$ cat config.mk
export PLATFORM = sky130hd
export DESIGN_NAME = instr_fetch_ctrl
export DESIGN_NICKNAME = d
export VERILOG_FILES = /design/src/rtl/instr_fetch_ctrl.sv
export SDC_FILE = /design/constraint.sdc
export NUM_CORES = 1
export LEC_CHECK = 0
export ABC_AREA = 1
export ABC_CLOCK_PERIOD_IN_PS = 2500
export CORE_ASPECT_RATIO = 1.1
export CORE_UTILIZATION = 30
export DETAILED_ROUTE_END_ITERATION = 7
export SYNTH_ARGS = -nofsm -noshare
export SYNTH_HDL_FRONTEND = slang
export SYNTH_SLANG_ARGS = --single-unit
$ cat constraint.sdc
create_clock -name clk -period 2.5 [get_ports clk]
set_input_delay 0.5 -clock clk [delete_from_list [all_inputs] [get_ports clk]]
set_output_delay 0.5 -clock clk [all_outputs]
set_load 0.1 [all_outputs]
$ cat src/rtl/instr_fetch_ctrl.sv
// PC sequencer for a 1-cycle synchronous-read instruction memory.
// Ports: clk/rst (sync, active-low); stall/jmp/call/ret/tgt from decode;
// mem_addr/mem_data to/from memory; instr/instr_vld/instr_pc to decode;
// err_ovf/err_unf sticky return-stack error flags.
module instr_fetch_ctrl #(
  parameter int NADDRE = 8,
  parameter int NBDATA = 12,
  parameter int SDEPTH = 4
) (
  input  logic                      clk,
  input  logic                      rst,
  input  logic                      stall,
  input  logic                      jmp,
  input  logic                      call,
  input  logic                      ret,
  input  logic [$clog2(NADDRE)-1:0] tgt,
  output logic [$clog2(NADDRE)-1:0] mem_addr,
  input  logic [NBDATA-1:0]         mem_data,
  output logic [NBDATA-1:0]         instr,
  output logic                      instr_vld,
  output logic [$clog2(NADDRE)-1:0] instr_pc,
  output logic                      err_ovf,
  output logic                      err_unf
);

  localparam int AW = $clog2(NADDRE);
  localparam int SW = $clog2(SDEPTH + 1);
  localparam int IW = (SDEPTH > 1) ? $clog2(SDEPTH) : 1;
  localparam logic [AW-1:0] LAST = AW'(NADDRE - 1);
  localparam logic [SW-1:0] FULL = SW'(SDEPTH);

  logic [AW-1:0] pc;
  logic [AW-1:0] dpc;
  logic          vld;
  logic [SW-1:0] sp;
  logic [AW-1:0] stack [SDEPTH];

  logic          do_jmp;
  logic          do_call;
  logic          do_ret;
  logic [IW-1:0] wi;
  logic [IW-1:0] ri;

  function automatic logic [AW-1:0] inc(input logic [AW-1:0] x);
    return (x == LAST) ? '0 : x + 1'b1;
  endfunction

  // Controls belong to the instruction on instr, so a
  // bubble carries no control; jmp > call > ret.
  assign do_jmp  = vld & jmp;
  assign do_call = vld & call & ~jmp;
  assign do_ret  = vld & ret & ~jmp & ~call;

  assign wi = IW'(sp);
  assign ri = IW'(sp - 1'b1);

  // Re-reading dpc while stalled keeps mem_data stable.
  assign mem_addr  = stall ? dpc : pc;
  assign instr     = vld ? mem_data : '0;
  assign instr_vld = vld;
  assign instr_pc  = dpc;

  always_ff @(posedge clk) begin
    if (!rst) begin
      pc      <= '0;
      dpc     <= '0;
      vld     <= 1'b0;
      sp      <= '0;
      err_ovf <= 1'b0;
      err_unf <= 1'b0;
    end else if (!stall) begin
      dpc <= pc;
      vld <= 1'b0;
      unique case (1'b1)
        do_jmp: begin
          pc <= tgt;
        end
        do_call: begin
          pc <= tgt;
          if (sp != FULL) begin
            stack[wi] <= inc(dpc);
            sp        <= sp + 1'b1;
          end else begin
            err_ovf <= 1'b1;
          end
        end
        do_ret: begin
          if (sp != '0) begin
            pc <= stack[ri];
            sp <= sp - 1'b1;
          end else begin
            pc      <= '0;
            err_unf <= 1'b1;
          end
        end
        default: begin
          pc  <= inc(pc);
          vld <= 1'b1;
        end
      endcase
    end
  end

endmodule

* After elaboration in Yosys (flattened, before gate mapping)
Memory sizes are Yosys's and may differ from the RTL's. Index checks and enable logic that the tools add are counted.
Storage, ports and cells: output and inout port bits 21, logic and storage cells 49, memories kept 1, bits in writable memories 12, register bits after elaboration 12
Cells by class: bitwise logic cells 11, add/sub/neg operators 4, muxes and demuxes 15, reduce and logical (&&, ||, !) cells 7, equality and inequality tests 5
Memories:
- stack | depth 4, width 3, read ports 1, clocked after memory_dff 0, write ports 1, RTL line 36 | logic [AW-1:0] stack [SDEPTH];
Operators by type and width (count):
- 3-bit two-way mux | 6
- 12-bit two-way mux | 1
- 3-bit one-hot mux with 2 select lines | 2
- 3-bit by 1-bit adder with 3-bit output (second input constant) | 3
- 1-bit AND | 6
- 3-bit == test (second input constant) | 2
- 1-bit two-way mux | 6
- 3-bit AND reduction | 2
- 1-bit NOT | 5
- 2-bit by 1-bit != test with 1-bit output (second input constant) | 2
- 4-bit AND reduction | 1
- 3-bit != test (second input constant) | 1
- 3-bit nonzero test | 1
- 3-bit OR reduction | 1
- 3-bit by 1-bit subtractor with 3-bit output (second input constant) | 1
- 2-bit nonzero test | 1
- 2-bit OR reduction | 1

* Depth between registers and ports, before layout
Gate-level depths: netlist of the first run.
depth in word-level cells 6, mapped depth 11, depth with buffers taken out 10

* Worst setup path before layout of the first run
OpenSTA, ideal clock, no wires.
path kind reg2out, start point reg vld, in the netlist instr_vld, end point out instr[10], cell stages (with the launch flop) 5, data required time 2.000 ns, setup slack -0.119 ns, buffers on the path 2, data arrival time 2.119 ns, cells stage by stage dfxtp_1 -> buf_6 -> clkbuf_1 -> nand2_1 -> inv_1
On the way: word-level cells in the longest chain between the ends 1
Ends and longest elaborated chain:
- start, declared | RTL line 34 | logic vld;
- start signal, assigned | RTL line 67 | vld <= 1'b0;
- start signal, assigned | RTL line 73 | vld <= 1'b0;
- start signal, assigned | RTL line 98 | vld <= 1'b1;
- 12-bit two-way mux | RTL line 59 | assign instr = vld ? mem_data : '0;
- end, declared | RTL line 19 | output logic [NBDATA-1:0] instr,
No other way between the ends.

* Worst setup path after layout of the first run
start point in stall, end point out mem_addr[1]
On the way: word-level cells in the longest chain between the ends 1
Ends and longest elaborated chain:
- start, declared | RTL line 12 | input logic stall,
- 3-bit two-way mux
- end, declared | RTL line 17 | output logic [$clog2(NADDRE)-1:0] mem_addr,
No other way between the ends.

==> metrics.md, run 1 <==
| Metric | Value |
|---|---|
| Sequential power share | `0.397` |
| Hold slack | `0.513 ns` |
| CTS Buf Count | `3` |
| Std cell rows | `26` |
| PwrDens | `518 mW/mm^2` |
| Clk_lat worst skew | `0.26 ns` |
| Total GRT Usage | `0.135` |
| Final hold vios | `0` |
| First drt pass iteration count | `4` |
| Synth-to-layout area growth | `46.9%` |
| Max-slew violation count | `0` |
| Worst Tran Pin Value | `0.368 ns` |
| Slew Limit Headroom | `0.754` |
| Slowest cell on crit path | `clkdlybuf4s50_1` |
| H-tree Lvls | `1` |
| Crit-path max FO | `9` |
| Drt total wl | `3080 um` |
| Final setup margin | `0.319 ns` |
| Yosys reg bits | `24` |
| Reg clk slew, reported paths | `0.08 ns` |
| DR vias/cell | `4.37` |
| Vias in the first global route | `1,175` |
| Buffers added on ports | `41` |
| Max Cap Viol | `0` |
| NetSw | `0.000346 W` |
| Post-route DRC | `0` |
| Startpoint types | `input pin` |
| Count of cell types in the netlist | `26` |
| Setup tns final | `0 ns` |
| Layout Nets | `270` |
| Post-synthesis sequential area ratio | `0.415` |
| Grt ovf | `0` |
| CP bufs+invs | `3` |
| Top routing layer used | `met4` |
| Max VDD drop | `0.350 mV` |
| Number of routed nets with antenna violations | `0` |
| CORE AREA | `0.00465 mm^2` |
| Comb pwr share | `0.298` |
| Critical path class | `in -> out` |
| Placer Congestion | `0.773` |
| Final Setup Violations | `0` |
| Hold Crit Class | `reg -> reg` |
| Detailed-route via count | `1,288` |
| Worst path max stage delay | `0.66 ns` |
| Worst Path Required | `2.00 ns` |
| Fin crit share | `0.873` |
| TritonCTS clock tree | `built` |
| Internal power | `0.000753 W` |
| N_diodes | `0` |
| Clock network power share | `0.305` |
| Top delay family on crit path | `buffers and inverters` |
| Die W | `68.2 um` |
| Buffer levels on the longest clock path | `2` |
| Layout Skew | `0.00417 ns` |
| Initial antenna violation count | `0` |
| Starting Density | `0.311` |
| WP data arrival | `1.68 ns` |
| Wire per inst | `10.4 um` |
| Die Area | `0.00510 mm^2` |
| RSZ-0062 raised after global routing | `false` |
| Leak | `1.05 nW` |
| Synthesized area per cell | `7.38 um^2` |
| Fmax | `458 MHz` |
| WL met2 | `1450 um` |
| First-pass GRT wire length | `5130 um` |
| CP endpoint kind | `output port` |
| Sw Share | `0.315` |
| Syn Inst Count | `196` |
| Syn nets | `226` |
| Share of cells above drive strength 1 | `0.188` |
| Outcome | `finished clean` |
| Synth warnings | `0` |
| Filler instances | `469` |
| DRT iter0 DRCs | `71` |
| Post-synthesis cell area | `0.00145 mm^2` |
| Clk sinks | `24` |
| Hold_buf cts | `0` |
| HPWL Detailed | `2540 um` |
| Die height | `74.8 um` |
| Resized cells post-CTS | `0` |
| Post-CTS Setup Bufs | `0` |
| Most frequent CP cell | `nand2_1` |
| Tmin final | `2.18 ns` |
| I/O pin count | `42` |
| Pin count of the biggest net entering global routing | `20` |
| Root Driver | `clkbuf_8` |
| Pre-CTS setup slack | `0.324 ns` |
| Detail Route met3 WL | `187 um` |
| Worst path cell trace | `clkdlybuf4s50_1, inv_2, nand2_1, nand2_1, buf_12` |
| M1 WL | `1420 um` |
flip-flops by register name (all words and copies together), names as in the netlist:
name       count
instr_pc       3
instr_vld      1
err_unf        1
pc             3
stack         12
sp             3
err_ovf        1
logic make-up (layout without fill, tap and decap cells):
family          Yosys count  count (layout)  share of synthesized area
buf+inv                  42              85                      0.118
xor+xnor                  1               1                    0.00606
fa+ha+maj                 9               9                     0.0779
compound gates           18              18                     0.0701
simple gates            102             102                      0.313
flops                    24              24                      0.415
layout make-up:
cell class,instances,area (um^2),area share
clock buffer,3,41.3,0.0194
multi-input combinational,130,676,0.318
clock inverter,1,30.0,0.0141
timing repair buffer,43,561,0.264
sequential,24,602,0.283
inverter,38,145,0.0683
tap,56,70.1,0.0330
power groups by stage:
stage / registers (W) / logic, W / clock network [W]
6_report: 0.000437 / 0.000328 / 0.000335
3_3_place_gp: 0.000446 / 0.000327 / 0
5_1_grt: 0.000439 / 0.000347 / 0.000362
2_1_floorplan: 0.000463 / 0.000187 / 0
3_5_place_dp: 0.000446 / 0.000329 / 0
4_1_cts: 0.000437 / 0.000330 / 0.000343
synth_stat cells:
library cell	count	share of area
nand2_2	4	0.017
nor2_2	4	0.017
nand2_1	58	0.15
and3_1	1	0.0043
nor2_4	2	0.016
dfxtp_1	12	0.17
nand3_1	13	0.045
inv_4	1	0.0043
o21ai_2	1	0.0061
xor2_1	1	0.0061
buf_2	2	0.0069
o21ai_0	5	0.017
inv_1	35	0.091
a21oi_1	6	0.021
clkbuf_1	1	0.0026
o21ai_1	2	0.0069
nand2_4	2	0.016
ha_1	9	0.078
buf_6	1	0.0078
edfxtp_1	12	0.25
nor3_1	1	0.0035
a21oi_2	1	0.0061
nor2_1	17	0.044
a31oi_1	2	0.0086
o22ai_1	1	0.0043
inv_2	2	0.0052
cells in the final DEF, fill, tap and decap left out, types with 6 or more instances in the layout:
cell type,n
a21oi_1,6
buf_12,15
buf_4,8
clkdlybuf4s50_1,20
dfxtp_1,11
edfxtp_1,12
ha_1,9
inv_1,35
nand2_1,58
nand3_1,13
nor2_1,17
through the flow:
| stage | total power [W] | util | cells | cell area [um^2] |
|---|---|---|---|---|
| after CTS | 0.00111 | 0.457 | 295 | 2120 |
| final | 0.00110 | 0.457 | 295 | 2120 |
| after global routing | 0.00115 | 0.457 | 295 | 2120 |
| after global placement | 0.000774 | 0.441 | 291 | 2050 |
| after detailed placement | 0.000775 | 0.441 | 291 | 2050 |
| after floorplan | 0.000650 | - | 196 | 1450 |
path summary, 6_finish.rpt:
| check | startpoint | cells after the start | slack (ns) | endpoint |
|---|---|---|---|---|
| max | stall | 5 | 0.32 | mem_addr[1] |
| min reg2reg | err_ovf | 2 | 0.51 | err_ovf |
| max reg2reg | instr_vld | 4 | 0.95 | stack[3][0] |
| min | err_ovf | 2 | 0.51 | err_ovf |
layer usage:
layer / vias up / GRT usage
li1: 690 / -
met1: 558 / 0.170
met2: 38 / 0.221
met3: 2 / 0.0485
met4: 0 / 0.0278
met5: - / 0
worst register-to-register path: cells and delay by family (launching register included):
| family | cells | cell delay [ns] |
|---|---|---|
| flip-flops | 1 | 0.56 |
| AND/OR/NAND/NOR | 4 | 0.67 |
Power figures use the tool's default switching activity.
==> inputs of run 2 (changes only) <==
--- a/config.mk
+++ b/config.mk
@@ -10,6 +10,7 @@
 export CORE_ASPECT_RATIO = 1.1
 export CORE_UTILIZATION = 30
 export DETAILED_ROUTE_END_ITERATION = 7
+export RECOVER_POWER = 50
 export SYNTH_ARGS = -nofsm -noshare
 export SYNTH_HDL_FRONTEND = slang
 export SYNTH_SLANG_ARGS = --single-unit
==> metrics.md, run 2 (same netlist as run 1, synthesis figures left out) <==
| Metric | Value |
|---|---|
| Placed Cells | `291 (unchanged)` |
| Root Driver | `clkbuf_8` |
| Hold_buf cts | `0 (unchanged)` |
| Max Cap Viol | `0 (unchanged)` |
| Worst path cell trace | `dlygate4sd3_1, inv_2, nand2_1, nand2_1, buf_12` |
| Total GRT Usage | `0.135 (unchanged)` |
| Grt ovf | `0 (unchanged)` |
| Die W | `68.2 um (unchanged)` |
| Crit-path max FO | `9 (unchanged)` |
| Outcome | `finished clean` |
| Filler instances | `470 (+0.21%)` |
| Largest register FFs | `12 (unchanged)` |
| HPWL Detailed | `2540 um (unchanged)` |
| Final hold vios | `0 (unchanged)` |
| Worst path max stage delay | `0.73 ns (+0.07 ns)` |
| Number of routed nets with antenna violations | `0 (unchanged)` |
| Fin crit share | `0.898 (+0.0259)` |
| Post-Layout Cell Count | `295 (unchanged)` |
| Leak | `1.03 nW (-2.0%)` |
| Resized cells post-CTS | `0 (unchanged)` |
| Post-CTS Setup Bufs | `0 (unchanged)` |
| Critical path class | `in -> out` |
| Hold path depth | `2 (unchanged)` |
| Share of cells above drive strength 1 | `0.159 (-0.0293)` |
| DRT iter0 DRCs | `68 (-4.2%)` |
| Clk_lat worst skew | `0.26 ns (about the same)` |
| RSZ-0062 raised after global routing | `false` |
| DR vias/cell | `4.36 (about the same)` |
| Die height | `74.8 um (unchanged)` |
| Startpoint types | `input pin` |
| Detailed-route via count | `1,287 (-0.078%)` |
| Most frequent cells in the layout | `58 x nand2_1, 35 x inv_1, 19 x nor2_1` |
| CTS Buf Count | `3 (unchanged)` |
| Starting Density | `0.311 (unchanged)` |
| Pwr Total | `0.00109 W (-0.49%)` |
| R2R depth | `6 (+2)` |
| Slew Limit Headroom | `0.226 (-0.528)` |
| I/O pin count | `42 (unchanged)` |
| Wire per inst | `10.4 um (-0.26%)` |
| Placer Congestion | `0.773 (unchanged)` |
| TritonCTS clock tree | `built` |
| Buffers added on ports | `41 (unchanged)` |
| Most flops, register | `stack` |
| Layout Skew | `0.00274 ns (-0.00143 ns)` |
| Worst path depth | `5 (unchanged)` |
| Max VDD drop | `0.346 mV (-1.1%)` |
| Hold Crit Class | `reg -> reg` |
| Most frequent CP cell | `nand2_1` |
| N_diodes | `0 (unchanged)` |
| Reg clk slew, reported paths | `0.08 ns (about the same)` |
| Initial antenna violation count | `0 (unchanged)` |
| Setup tns final | `0 ns (unchanged)` |
| First drt pass iteration count | `4 (unchanged)` |
| CP bufs+invs | `3 (unchanged)` |
| Post-route DRC | `0 (unchanged)` |
| Final core occ | `0.451 (-0.00619)` |
| Top delay family on crit path | `buffers and inverters` |
| H-tree Lvls | `1 (unchanged)` |
| Vias in the first global route | `1,175 (unchanged)` |
| Die Area | `0.00510 mm^2 (unchanged)` |
| Slowest cell on crit path | `dlygate4sd3_1` |
| Clk sinks | `24 (unchanged)` |
| Max-slew violation count | `0 (unchanged)` |
| First-pass GRT wire length | `5130 um (unchanged)` |
| Pin count of the biggest net entering global routing | `20 (unchanged)` |
| Std cell rows | `26 (unchanged)` |
| Synth-to-layout area growth | `44.9%` |
| Tmin final | `2.25 ns (+0.0648 ns)` |
| Final Setup Violations | `0 (unchanged)` |
| Buffer levels on the longest clock path | `2 (unchanged)` |
| Reg2reg setup slack | `0.92 ns (-0.03 ns)` |
| CORE AREA | `0.00465 mm^2 (unchanged)` |
| Layout Nets | `270 (unchanged)` |
| PwrDens | `522 mW/mm^2 (+0.88%)` |
| WP data arrival | `1.75 ns (+0.07 ns)` |
| Fmax | `445 MHz (-2.9%)` |
| Most common cell after layout, fill and taps aside | `nand2_1` |
| Drt total wl | `3070 um (-0.26%)` |
| Worst Path Required | `2.00 ns (about the same)` |
| Worst Tran Pin Value | `1.17 ns (+0.797 ns)` |
| CP endpoint kind | `output port` |
==> run 2: changes by cell type in the layout (fill, tap and decap cells not counted), sizes merged <==
cell and delta:
clkbuf +5, clkdlybuf4s50 -2, dlygate4sd3 +2, buf -5
==> run 2: where the power goes <==
part | leakage (nW) | switching (W) | internal, W
registers | 0.203 | 0.0000149 | 0.000422
clock network | 0.0357 | 0.000119 | 0.000214
logic | 0.789 | 0.000210 | 0.000114
==> run 2: layout make-up <==
type	instances	area [um^2]	area share
multi-input cells	130	666	0.318
flip-flops and latches	24	602	0.287
repair buffers	43	542	0.259
inverters	38	145	0.0693
well taps	56	70.1	0.0334
clock buffers	3	41.3	0.0197
clock inverters	1	30.0	0.0143
==> run 2: worst min-delay path, cell delays in order (launching register included) <==
cell     delay [ns]
dfxtp_1        0.35
a31oi_1        0.05
nor2_1         0.07
==> run 2: metal layers <==
| metal | GRT usage | up-vias | share of wire |
|---|---|---|---|
| li1 | - | 691 | - |
| met1 | 0.170 | 556 | 0.46 |
| met2 | 0.221 | 38 | 0.47 |
| met3 | 0.0485 | 2 | 0.062 |
| met4 | 0.0278 | 0 | 0.0081 |
| met5 | 0 | - | 0 |
==> run 2: path summary, 6_finish.rpt <==
check                from          end
setup / recovery    stall  mem_addr[2]
hold / removal    err_ovf      err_ovf
setup reg to reg    sp[1]        pc[2]
hold reg to reg   err_ovf      err_ovf
==> run 2: stage by stage <==
stage	instance area, um^2	hold WS [ns]	worst slack [ns]
floorplan	1450	0.476	0.189
global placement	2050	0.489	0.342
detailed placement	2050	0.476	0.324
CTS	2120	0.509	0.320
global route	2100	0.546	0.163
finish	2100	0.506	0.254
==> inputs of run 3 (changes only) <==
--- a/config.mk
+++ b/config.mk
@@ -5,7 +5,6 @@
 export SDC_FILE = /design/constraint.sdc
 export NUM_CORES = 1
 export LEC_CHECK = 0
-export ABC_AREA = 1
 export ABC_CLOCK_PERIOD_IN_PS = 2500
 export CORE_ASPECT_RATIO = 1.1
 export CORE_UTILIZATION = 30
==> metrics.md, run 3 <==
| Metric | Value |
|---|---|
| Tmin final | `2.27 ns (+0.0219 ns)` |
| Max-slew violation count | `0 (unchanged)` |
| Most common cell after layout, fill and taps aside | `and2_1` |
| Clk sinks | `24 (unchanged)` |
| Met2 Use GR | `0.247 (+0.0262)` |
| Post-synth top cells | `20 x and2_1, 12 x dfxtp_1, 12 x edfxtp_1` |
| Die height | `69.3 um (-7.4%)` |
| Most flops, register | `stack` |
| Syn Inst Count | `110 (-44%)` |
| Reg clk slew, reported paths | `0.09 ns (about the same)` |
| Final Setup Violations | `0 (unchanged)` |
| GR Layer Usage met1 | `0.195 (+0.0248)` |
| Wire per inst | `14.6 um (+40%)` |
| Final hold vios | `0 (unchanged)` |
| CTS Buf Count | `3 (unchanged)` |
| Yosys reg bits | `24 (unchanged)` |
| HPWL Detailed | `2400 um (-5.5%)` |
| First drt pass iteration count | `4 (unchanged)` |
| H-tree Lvls | `1 (unchanged)` |
| WP data arrival | `1.77 ns (+0.02 ns)` |
| Worst path max stage delay | `0.67 ns (-0.06 ns)` |
| Worst Tran Pin Value | `1.18 ns (+0.0135 ns)` |
| Fmax | `441 MHz (-0.97%)` |
| Total GRT Usage | `0.151 (+0.0163)` |
| DRT iter0 DRCs | `40 (-41%)` |
| Synth-to-layout area growth | `49.9%` |
| I/O pin count | `42 (unchanged)` |
| Syn nets | `140 (-38%)` |
| Synth warnings | `0 (unchanged)` |
| Top-area cell type share of the netlist area | `0.291 (+0.0424)` |
| Initial antenna violation count | `0 (unchanged)` |
| CORE AREA | `0.00396 mm^2 (-15%)` |
| Buffers added on ports | `41 (unchanged)` |
| Detailed-route via count | `1,026 (-20%)` |
| Filler instances | `375 (-20%)` |
| Count of cell types in the netlist | `26 (unchanged)` |
| Async set-reset flop share out of synthesis | `0 (unchanged)` |
| Post-route DRC | `0 (unchanged)` |
| Post-synth EDFFs | `12 (unchanged)` |
| Critical path class | `in -> out` |
| Die Area | `0.00438 mm^2 (-14%)` |
| Hold Crit Class | `reg -> reg` |
| Most frequent cells in the layout | `19 x and2_1, 18 x clkdlybuf4s50_1, 12 x buf_12, 12 x edfxtp_1, 11 x dfxtp_1` |
| Register area | `602 um^2 (unchanged)` |
| Outcome | `finished clean` |
| Met3 Resource Use GR | `0.0493 (+0.000857)` |
| Buffer levels on the longest clock path | `2 (unchanged)` |
| Pre-CTS setup slack | `0.220 ns (-0.104 ns)` |
| Layout Skew | `0.00167 ns (-0.00107 ns)` |
| Area leader, netlist | `edfxtp_1` |
| Layout Nets | `187 (-31%)` |
| Root Driver | `clkbuf_8` |
| Post-synth top flop | `edfxtp_1` |
| DR vias/cell | `4.93 (+13%)` |
| Pwr Total | `0.00105 W (-3.9%)` |
| PwrDens | `567 mW/mm^2 (+8.6%)` |
| Post-synthesis cell area | `0.00124 mm^2 (-15%)` |
| Startpoint types | `input pin` |
| Std cell rows | `24 (-7.7%)` |
| Post-CTS Setup Bufs | `0 (unchanged)` |
| Slew Limit Headroom | `0.217 (-0.00895)` |
| Pin count of the biggest net entering global routing | `19 (-5.0%)` |
| RSZ-0062 raised after global routing | `false` |
| Die W | `63.2 um (-7.3%)` |
| TritonCTS clock tree | `built` |
| Post-synthesis sequential area ratio | `0.486 (+0.0706)` |
| Multi-input gate area | `599 um^2 (-10%)` |
| Max VDD drop | `0.231 mV (-33%)` |
| CP endpoint kind | `output port` |
| Worst path cell trace | `dlygate4sd3_1, mux2_1, buf_12` |
| Most frequent cell after synthesis | `and2_1` |
| N_diodes | `0 (unchanged)` |
| Synthesized area per cell | `11.2 um^2 (+52%)` |
| First-pass GRT wire length | `5190 um (+1.1%)` |
| Most used routing layer | `met2` |
| Resized cells post-CTS | `0 (unchanged)` |
| Starting Density | `0.312 (+0.000949)` |
| Final core occ | `0.467 (+0.0170)` |
| Setup tns final | `0 ns (unchanged)` |
| Final setup margin | `0.232 ns (-0.0220 ns)` |
| Clk_lat worst skew | `0.27 ns (about the same)` |
| Largest register FFs | `12 (unchanged)` |
| Grt ovf | `0 (unchanged)` |
| Crit-path max FO | `5 (-4)` |
| Max Cap Viol | `0 (unchanged)` |
| Slowest cell on crit path | `dlygate4sd3_1` |
| Share of cells above drive strength 1 | `0.179 (+0.0205)` |
| Hold_buf cts | `0 (unchanged)` |
| Number of routed nets with antenna violations | `0 (unchanged)` |
| Vias in the first global route | `1,017 (-13%)` |
| Drt total wl | `3030 um (-1.4%)` |
| Worst Path Required | `2.00 ns (about the same)` |
| Fin crit share | `0.907 (+0.00878)` |
| Leak | `0.701 nW (-32%)` |
| Placer Congestion | `0.864 (+12%)` |
| Area contributors post-synth | `edfxtp_1 29%, dfxtp_1 19%, and2_1 10%` |
[run 3: cell count changes after synthesis, moves of 4 or more]
cell     change
nand2_1     -51
and2_1      +20
inv_1       -31
nor2_1      -12
a21oi_1      +4
nand2_2      -4
nand3_1     -10
nor2_2       -4
[run 3: per-layer routing]
layer	wire length, um	share of wire	vias to the layer above
li1	-	-	491
met1	1310	0.43	485
met2	1430	0.47	46
met3	265	0.087	4
met4	19	0.0063	0
met5	0	0	-
[run 3: final timing paths]
path | startpoint | endpoint | slack (ns) | cells past startpoint
worst max register to register | instr_vld | stack[2][0] | 0.70 | 4
worst min register to register | err_ovf | err_ovf | 0.48 | 2
worst max-delay path | stall | mem_addr[0] | 0.23 | 3
worst min-delay path | err_ovf | err_ovf | 0.48 | 2
[run 3: layout make-up]
type / instances / area share
Sequential cell: 24 / 0.325
Tap cell: 52 / 0.0351
Multi-Input combinational cell: 80 / 0.323
Inverter: 4 / 0.00810
Clock inverter: 1 / 0.0162
Timing Repair Buffer: 44 / 0.270
Clock buffer: 3 / 0.0223
[run 3: kinds of logic (layout without fill, tap and decap cells)]
logic type	Yosys count	count (layout)	synth area share
AOI/OAI and AO/OA	23	23	0.113
adders and majority gates	9	9	0.0911
xor gates and xnor gates	1	1	0.00709
muxes	7	7	0.0901
buffers and inverters	6	52	0.0253
and+or+nand+nor	40	40	0.187
DFF	24	24	0.486
[run 3: stage by stage]
stage / hold slack, ns / area [um^2] / cells
global placement: 0.455 / 1850 / 204
global route: 0.514 / 1850 / 208
CTS: 0.481 / 1930 / 208
detailed placement: 0.462 / 1850 / 204
finish: 0.477 / 1850 / 208
floorplan: 0.477 / 1240 / 110
[run 3: worst max-delay path: cells and delay by family]
| family | cells | cell delay [ns] |
|---|---|---|
| mux | 1 | 0.41 |
| buf+inv | 2 | 0.85 |
[run 3: power breakdown]
part           internal (W)  leakage [nW]  switching [W]
sequential         0.000422         0.202      0.0000105
combinational     0.0000996         0.463       0.000178
clock              0.000214        0.0357       0.000126
